[config.mk]
export PLATFORM = sky130hd
export DESIGN_NAME = tdc_multi_accum
export DESIGN_NICKNAME = d
export VERILOG_FILES = /design/src/rtl/tdc_multi_accum.sv
export SDC_FILE = /design/constraint.sdc
export NUM_CORES = 1
export LEC_CHECK = 0
export CELL_PAD_IN_SITES_DETAIL_PLACEMENT = 1
export CELL_PAD_IN_SITES_GLOBAL_PLACEMENT = 1
export CORE_MARGIN = 2
export CORE_UTILIZATION = 38
export DETAILED_ROUTE_END_ITERATION = 10
export PLACE_DENSITY = 0.81
export SYNTH_ARGS = -nofsm -noshare
export SYNTH_HDL_FRONTEND = slang
export SYNTH_SLANG_ARGS = --single-unit
[constraint.sdc]
create_clock -name clk_i -period 5.8 [get_ports clk_i]
set_input_delay 1.16 -clock clk_i [delete_from_list [all_inputs] [get_ports clk_i]]
set_output_delay 1.16 -clock clk_i [all_outputs]
set_load 0.02 [all_outputs]
[src/rtl/tdc_multi_accum.sv]
// Multi-channel TDC back end: tap capture/sync, per-channel popcount, sample accumulation, result drain.
// Optional macro TDC_MINMAX_EN adds per-channel minimum/maximum sample weight tracking.
module tdc_multi_accum #(
    parameter int N           = 64,
    parameter int N_CH        = 2,
    parameter int LOG_SAMPLES = 4,
    parameter int N_SYNC      = 2
) (
    input  logic                            clk_i,
    input  logic                            rst_ni,
    input  logic                            en_i,
    input  logic                            start_i,
    input  logic [N_CH*N-1:0]               dl_in_i,
    output logic                            busy_o,
    output logic                            done_o,
    output logic                            out_valid_o,
    input  logic                            out_ready_i,
    output logic [$clog2(N_CH):0]           out_ch_o,
    output logic [$clog2(N)+LOG_SAMPLES:0]  out_sum_o
`ifdef TDC_MINMAX_EN
    ,
    output logic [$clog2(N):0]              out_min_o,
    output logic [$clog2(N):0]              out_max_o
`endif
);

    localparam int PCW = $clog2(N) + 1;
    localparam int SW  = PCW + LOG_SAMPLES;
    localparam int CHW = $clog2(N_CH) + 1;
    localparam int FCW = $clog2(N_SYNC + 1) + 1;
    localparam int SCW = LOG_SAMPLES + 1;

    localparam logic [FCW-1:0] FLUSH_LAST = FCW'(N_SYNC);
    localparam logic [SCW-1:0] SAMP_LAST  = SCW'((1 << LOG_SAMPLES) - 1);
    localparam logic [CHW-1:0] CH_LAST    = CHW'(N_CH - 1);

    typedef enum logic [1:0] {
        IDLE  = 2'd0,
        FLUSH = 2'd1,
        ACCUM = 2'd2,
        DRAIN = 2'd3
    } state_t;

    function automatic logic [PCW-1:0] popcount(input logic [N-1:0] w);
        logic [PCW-1:0] cnt;
        cnt = '0;
        for (int i = 0; i < N; i++) begin
            cnt = cnt + {{(PCW-1){1'b0}}, w[i]};
        end
        return cnt;
    endfunction

    state_t           state_q;
    logic             busy_q;
    logic             done_q;
    logic             valid_q;
    logic [CHW-1:0]   ch_q;
    logic [FCW-1:0]   flush_cnt_q;
    logic [SCW-1:0]   samp_cnt_q;
    logic [SW-1:0]    out_sum_q;

    logic [N_CH*N-1:0] sync_q [N_SYNC];
    logic [PCW-1:0]    pc_q   [N_CH];
    logic [SW-1:0]     sum_q  [N_CH];
    logic [SW-1:0]     sum_d  [N_CH];

    logic             clear_s;
    logic             acc_s;
    logic [CHW-1:0]   ch_sel_s;
    logic [SW-1:0]    out_sum_nx_s;

`ifdef TDC_MINMAX_EN
    logic [PCW-1:0]   min_q [N_CH];
    logic [PCW-1:0]   max_q [N_CH];
    logic [PCW-1:0]   min_d [N_CH];
    logic [PCW-1:0]   max_d [N_CH];
    logic [PCW-1:0]   out_min_q;
    logic [PCW-1:0]   out_max_q;
    logic [PCW-1:0]   out_min_nx_s;
    logic [PCW-1:0]   out_max_nx_s;
`endif

    // Capture and synchronise the raw taps; runs regardless of FSM state.
    always_ff @(posedge clk_i) begin
        if (!rst_ni) begin
            for (int i = 0; i < N_SYNC; i++) begin
                sync_q[i] <= '0;
            end
        end else begin
            sync_q[0] <= dl_in_i;
            for (int i = 1; i < N_SYNC; i++) begin
                sync_q[i] <= sync_q[i-1];
            end
        end
    end

    // Registered Hamming weight of each synchronised channel.
    always_ff @(posedge clk_i) begin
        if (!rst_ni) begin
            for (int c = 0; c < N_CH; c++) begin
                pc_q[c] <= '0;
            end
        end else begin
            for (int c = 0; c < N_CH; c++) begin
                pc_q[c] <= popcount(sync_q[N_SYNC-1][c*N +: N]);
            end
        end
    end

    // Accumulator next state: cleared on the FLUSH->ACCUM step, summed on enabled ACCUM cycles.
    always_comb begin
        clear_s = (state_q == FLUSH) && en_i && (flush_cnt_q == FLUSH_LAST);
        acc_s   = (state_q == ACCUM) && en_i;
        for (int c = 0; c < N_CH; c++) begin
            if (clear_s) begin
                sum_d[c] = '0;
            end else if (acc_s) begin
                sum_d[c] = sum_q[c] + {{LOG_SAMPLES{1'b0}}, pc_q[c]};
            end else begin
                sum_d[c] = sum_q[c];
            end
        end
    end

`ifdef TDC_MINMAX_EN
    // Min/max next state with strict comparisons; min starts at all-ones so a zero sample wins.
    always_comb begin
        for (int c = 0; c < N_CH; c++) begin
            if (clear_s) begin
                min_d[c] = '1;
                max_d[c] = '0;
            end else if (acc_s) begin
                min_d[c] = (pc_q[c] < min_q[c]) ? pc_q[c] : min_q[c];
                max_d[c] = (pc_q[c] > max_q[c]) ? pc_q[c] : max_q[c];
            end else begin
                min_d[c] = min_q[c];
                max_d[c] = max_q[c];
            end
        end
    end

    // Per-channel min/max storage.
    always_ff @(posedge clk_i) begin
        if (!rst_ni) begin
            for (int c = 0; c < N_CH; c++) begin
                min_q[c] <= '0;
                max_q[c] <= '0;
            end
        end else begin
            for (int c = 0; c < N_CH; c++) begin
                min_q[c] <= min_d[c];
                max_q[c] <= max_d[c];
            end
        end
    end
`endif

    // Per-channel sum storage.
    always_ff @(posedge clk_i) begin
        if (!rst_ni) begin
            for (int c = 0; c < N_CH; c++) begin
                sum_q[c] <= '0;
            end
        end else begin
            for (int c = 0; c < N_CH; c++) begin
                sum_q[c] <= sum_d[c];
            end
        end
    end

    // Select the channel to present next: 0 when entering DRAIN, ch_q+1 while draining.
    always_comb begin
        if (state_q == DRAIN) begin
            ch_sel_s = ch_q + {{(CHW-1){1'b0}}, 1'b1};
        end else begin
            ch_sel_s = '0;
        end
        out_sum_nx_s = '0;
`ifdef TDC_MINMAX_EN
        out_min_nx_s = '0;
        out_max_nx_s = '0;
`endif
        for (int c = 0; c < N_CH; c++) begin
            if (CHW'(c) == ch_sel_s) begin
                out_sum_nx_s = sum_d[c];
`ifdef TDC_MINMAX_EN
                out_min_nx_s = min_d[c];
                out_max_nx_s = max_d[c];
`endif
            end else begin
                out_sum_nx_s = out_sum_nx_s;
            end
        end
    end

    // Measurement FSM with registered status and result outputs.
    always_ff @(posedge clk_i) begin
        if (!rst_ni) begin
            state_q     <= IDLE;
            busy_q      <= 1'b0;
            done_q      <= 1'b0;
            valid_q     <= 1'b0;
            ch_q        <= '0;
            flush_cnt_q <= '0;
            samp_cnt_q  <= '0;
            out_sum_q   <= '0;
`ifdef TDC_MINMAX_EN
            out_min_q   <= '0;
            out_max_q   <= '0;
`endif
        end else begin
            done_q <= 1'b0;
            case (state_q)
                IDLE: begin
                    if (start_i && en_i) begin
                        state_q     <= FLUSH;
                        busy_q      <= 1'b1;
                        flush_cnt_q <= '0;
                    end
                end
                FLUSH: begin
                    if (en_i) begin
                        if (flush_cnt_q == FLUSH_LAST) begin
                            state_q    <= ACCUM;
                            samp_cnt_q <= '0;
                        end else begin
                            flush_cnt_q <= flush_cnt_q + {{(FCW-1){1'b0}}, 1'b1};
                        end
                    end
                end
                ACCUM: begin
                    if (en_i) begin
                        if (samp_cnt_q == SAMP_LAST) begin
                            state_q   <= DRAIN;
                            valid_q   <= 1'b1;
                            ch_q      <= '0;
                            out_sum_q <= out_sum_nx_s;
`ifdef TDC_MINMAX_EN
                            out_min_q <= out_min_nx_s;
                            out_max_q <= out_max_nx_s;
`endif
                        end else begin
                            samp_cnt_q <= samp_cnt_q + {{(SCW-1){1'b0}}, 1'b1};
                        end
                    end
                end
                DRAIN: begin
                    if (out_ready_i) begin
                        if (ch_q == CH_LAST) begin
                            state_q <= IDLE;
                            valid_q <= 1'b0;
                            busy_q  <= 1'b0;
                            done_q  <= 1'b1;
                            ch_q    <= '0;
                        end else begin
                            ch_q      <= ch_sel_s;
                            out_sum_q <= out_sum_nx_s;
`ifdef TDC_MINMAX_EN
                            out_min_q <= out_min_nx_s;
                            out_max_q <= out_max_nx_s;
`endif
                        end
                    end
                end
                default: begin
                    state_q <= IDLE;
                    busy_q  <= 1'b0;
                    valid_q <= 1'b0;
                end
            endcase
        end
    end

    assign busy_o      = busy_q;
    assign done_o      = done_q;
    assign out_valid_o = valid_q;
    assign out_ch_o    = ch_q;
    assign out_sum_o   = out_sum_q;
`ifdef TDC_MINMAX_EN
    assign out_min_o   = out_min_q;
    assign out_max_o   = out_max_q;
`endif

endmodule

; Word level (Yosys, flattened, before mapping)
; Memories as Yosys holds them, arrays and structs flattened.
; Cells that the tools add are included.
[word_totals]
word_cells = 233
ff_bits = 26
ramBits = 292
memories = 3
in_bits = 133
[memory_table]
columns = memory, depth, width, rd, rd_ports_with_merged_regs, write_ports, line_no
row1 = sync_q, 2, 128, 2, 0, 2, 62  ; logic [N_CH*N-1:0] sync_q [N_SYNC];
row2 = sum_q, 2, 11, 2, 0, 2, 64  ; logic [SW-1:0] sum_q [N_CH];
row3 = pc_q, 2, 7, 2, 0, 2, 63  ; logic [PCW-1:0] pc_q [N_CH];
[classes]
n_reduce_logical = 18
n_mux = 50
eq_ne = 17
add_sub_neg = 131
bitwise_logic = 6
[op_table]
columns = op, count
row1 = 7-bit by 1-bit adder with 7-bit output, 114
row2 = 128-bit two-way mux, 2
row3 = 11-bit two-way mux, 12
row4 = 2-bit two-way mux, 12
row5 = 11-bit by 7-bit adder with 11-bit output, 2
row6 = 11-bit one-hot mux with 2 select lines, 1
row7 = 5-bit two-way mux, 4
row8 = 5-bit AND reduction, 3
row9 = 6-bit by 1-bit adder with 7-bit output, 2
row10 = 7-bit two-way mux, 2
row11 = 2-bit inequality test (second input constant), 7
row12 = 5-bit by 1-bit adder with 6-bit output, 2
row13 = 4-bit AND reduction, 3
row14 = 4-bit by 1-bit adder with 5-bit output, 2
row15 = 5-bit one-hot mux with 2 select lines, 1
row16 = 3-bit two-way mux, 3
row17 = 3-bit by 1-bit adder with 4-bit output, 2
row18 = 1-bit two-way mux, 8
row19 = 2-bit one-hot mux with 4 select lines, 1
row20 = 2-bit nonzero test, 4
row21 = 7-bit AND reduction, 1
row22 = 2-bit by 1-bit adder with 3-bit output, 2
row23 = 2-bit by 1-bit inequality test with 1-bit output (second input constant), 3
row24 = 1-bit bitwise OR, 6
row25 = 15 further kinds, 23

; Depth between registers and ports, before layout
[depth]
depth_word = 64
depth_mapped = 22
depth_no_buf = 22

; Worst setup path after synthesis
; OpenSTA, ideal clock, no wires.
[synth_path]
kind = register to register
from = memory sync_q[0][175] (netlist bit)
to = memory pc_q[0][6] (netlist bit)
n_path_buf = 0
path_slack_ps = -311
t_arrival_ps = 5996
setup_ps = 115
stages_incl_launch_ff = 23
synth_period_minus_slack_ps = 6111
t_required_ps = 5685
cell_sequence = dfxtp_1 inv_1 fa_1 inv_1 fa_1 inv_1 fa_1 inv_1 fa_1 fa_1 fa_1 inv_1 fa_1 fa_1 inv_1 ha_1 fa_1 a21o_1 a21oi_1 inv_1 a21oi_1 nor2_1 o21a_1
[synth_rtl]
columns = element, line_no
row1 = "start, declared", 62
row2 = "end, declared", 63

==> impl_metrics.env <==
export IMPL_power_mw=7.59
export IMPL_synth_compound_area_share_pct=5.29
export IMPL_place_congestion=0.779
export IMPL_tightest_slew_ps=917
export IMPL_drt_vias_per_instance=4.41
export IMPL_grt_antenna_before_repair=0
export IMPL_synth_xor_xnor_area_share_pct=1.56
export IMPL_syn_area_um2=13400
export IMPL_synth_nets=1540
export IMPL_muxShareOfSynthArea_pct=0.754
export IMPL_grt_pass1_wl_mm=45.5
export IMPL_drive_above_1_share_pct=8.71
export IMPL_cts_sinks=318
export IMPL_tritoncts="yes"
export IMPL_ant_nets=0
export IMPL_timing_final_ws_setup_ps=-232
export IMPL_cts_made_buffers=36
export IMPL_syn_area_per_cell_um2=10.8
export IMPL_rsz0062_at_grt="yes"
export IMPL_core_um2=34700
export IMPL_fin_crit_ps=6030
export IMPL_n_antenna_cell=0
export IMPL_violations="negative setup slack"
export IMPL_fmaxAchievable_ghz=0.166
export IMPL_synth_top_family_by_area="adder cells"
export IMPL_synth_fa_ha_area_share_pct=21.3
export IMPL_synth_ff_type="dfxtp_1"
export IMPL_die_area_um2=36900
export IMPL_drtPass1Iterations=4
export IMPL_initial_core_util_pct=38.7
export IMPL_dp_hpwl_mm=20.3
export IMPL_routed_wl_mm=28.1
export IMPL_dieHeight_um=192
export IMPL_root_buffer="clkbuf_16"
export IMPL_hp_class="flip-flop to flip-flop"
export IMPL_utilization_pct=48.1
export IMPL_gr_usage_all_layers_pct=15.7
export IMPL_ys_seq_area_share_pct=47.4
export IMPL_crit_type="flip-flop to flip-flop"
export IMPL_fin_tns_setup_ps=-708
export IMPL_p_per_area_nw_per_um2=455
export IMPL_p_leak_nw=7.25
export IMPL_required_ps=6200
export IMPL_wl_per_cell_um=14.9
export IMPL_path_clk_slew_ps=60
export IMPL_syn_inst=1244
export IMPL_ys_warn_count=0
export IMPL_synth_area_top_cells="dfxtp_1, fa_1, and2_1"
export IMPL_cts_max_path_buffers=3
export IMPL_nFillCells=3744
export IMPL_synthSimpleGateAreaFrac_pct=16.4
export IMPL_cts_hold_buf=0
export IMPL_crit_fanout=2
export IMPL_fin_cells=1878
export IMPL_synth_top_area_cell="dfxtp_1"
export IMPL_stdcell_area_um2=16700
export IMPL_io_pin_count=149
export IMPL_synth_cell_types=56
export IMPL_ys_async_sr_fraction_pct=0
export IMPL_final_hold_viol_count=0
export IMPL_dp_cells=1812
export IMPL_post_route_period_util_pct=104
export IMPL_relSlewSlack_pct=38.9
export IMPL_vdd_drop_max_mv=0.310
export IMPL_critPathArrivalTime_ps=6440
export IMPL_worstSetupStartpointType="flip-flop"
export IMPL_maxCapViolCount=0
export IMPL_io_buffers=148
export IMPL_cts_max_level=2
export IMPL_grt_pass1_vias=9148
export IMPL_area_growth_pct=24.1
export IMPL_drtIter0Drc=262
export IMPL_rows=68
export IMPL_via_count=8290
export IMPL_overflow=0
export IMPL_synth_top_cell_area_share_pct=47.4
export IMPL_clock_skew_ps=22.0
export IMPL_status="finished with violations"
export IMPL_synth_edf_count=0
export IMPL_setup_viol=5
export IMPL_drcViolationCount=0
export IMPL_maxSlewViolCount=0
export IMPL_fp_dieW_um=192
export IMPL_nNetsFinal=1692
export IMPL_clk_latency_ps=530
export IMPL_grt_max_degree=160
export IMPL_placed_cell_area_um2=15300
export IMPL_end_kind="flip-flop"
export IMPL_ys_ff_latch=318
-- final cells by class --
type	count	area, um^2	share of cell area (%)
Clock buffer	45	955	5.72
Clock inverter	20	275	1.65
Inverter	204	766	4.59
Multi-Input combinational cell	680	6200	37.2
Sequential cell	318	6380	38.2
Tap cell	455	569	3.41
Timing Repair Buffer	156	1540	9.25
-- critical path, stage by stage, from the launching register on --
cell and delay, ps:
dfxtp_2 330, fa_1 520, fa_1 550, inv_2 40
fa_1 490, inv_1 60, fa_1 590, fa_2 460
fa_1 490, inv_1 50, fa_1 470, fa_1 520
inv_1 50, ha_2 190, fa_2 340, a21o_1 170
a21oi_2 150, inv_1 70, a21oi_2 130, nor2_1 50
o21a_1 180
-- state kept, by name, summed over array words and instances (netlist names) --
name	flops
flush_cnt_q	3
sum_q	22
out_valid_o	1
state_q	2
busy_o	1
done_o	1
out_sum_o	11
out_ch_o	2
pc_q	14
sync_q	256
samp_cnt_q	5
-- layout by cell type (no fill, tap or decap), drive strengths merged, types with 5 or more instances in the layout --
cell type / synthesis / layout
clkbuf: 33 / 45
mux2i: 9 / 9
nand3: 9 / 9
nor3: 10 / 10
clkdlybuf4s50: 0 / 147
ha: 53 / 53
xor2: 15 / 15
and2: 265 / 265
dfxtp: 318 / 318
bufinv: 0 / 5
nand2b: 7 / 7
xnor2: 9 / 9
nor2b: 10 / 10
fa: 110 / 110
a21oi: 29 / 29
o211ai: 9 / 9
clkinv: 1 / 12
buf: 9 / 9
o22a: 5 / 5
o21ai: 17 / 17
nand2: 23 / 23
nor2: 47 / 47
o21a: 7 / 7
inv: 203 / 206
-- synth_stat cells, types with 10 or more instances --
master	instances
clkbuf_1	32
fa_1	110
nor3_1	10
dfxtp_1	318
and2_1	264
nor2b_1	10
nand2_1	22
inv_1	203
ha_1	53
xor2_1	15
o21ai_0	17
a21oi_1	28
nor2_1	47
-- cells by family after synthesis --
group / Yosys count
AND/OR/NAND/NOR: 381
flip-flops: 318
buffers and inverters: 246
adder cells (fa/ha/maj): 163
AO/OA/AOI/OAI: 102
XOR/XNOR: 24
multiplexers: 10
-- per-layer routing --
metal / routed length [um] / GRT usage, % / part of all wire (%)
met2: 14400 / 28.5 / 51
met5: 0 / 0 / 0
met1: 11800 / 18.8 / 42
met3: 1210 / 2.85 / 4.3
met4: 660 / 4.67 / 2.4
-- final timing paths --
| kind | startpoint | to | slack [ps] | cells past startpoint |
|---|---|---|---|---|
| setup / recovery | sync_q[0][155] | pc_q[0][6] | -230 | 20 |
| hold / removal | sync_q[0][48] | sync_q[0][176] | 420 | 1 |
| setup reg to reg | sync_q[0][155] | pc_q[0][6] | -230 | 20 |
| hold reg to reg | sync_q[0][48] | sync_q[0][176] | 420 | 1 |
-- repair_timing --
action / CTS / global route
resized for setup: 13 / 33
pin swaps: 13 / 40
setup buffers: 2 / 1
setup endpoints to repair: 8 / 10
gates cloned: 0 / 0
-- report_power, final --
group / total (mW) / switching [mW] / internal (mW)
sequential: 2.41 / 0.0625 / 2.35
combinational: 2.84 / 1.51 / 1.33
clock: 2.33 / 0.923 / 1.41
total: 7.59 / 2.49 / 5.09
-- metrics by stage --
stage	hold WS [ps]	setup WS, ps
floorplan	412	6.66
finish	420	-232
global placement	416	-142
global route	432	-454
detailed placement	420	-291
CTS	421	-252
No activity file was read; power rests on OpenSTA's default activity.
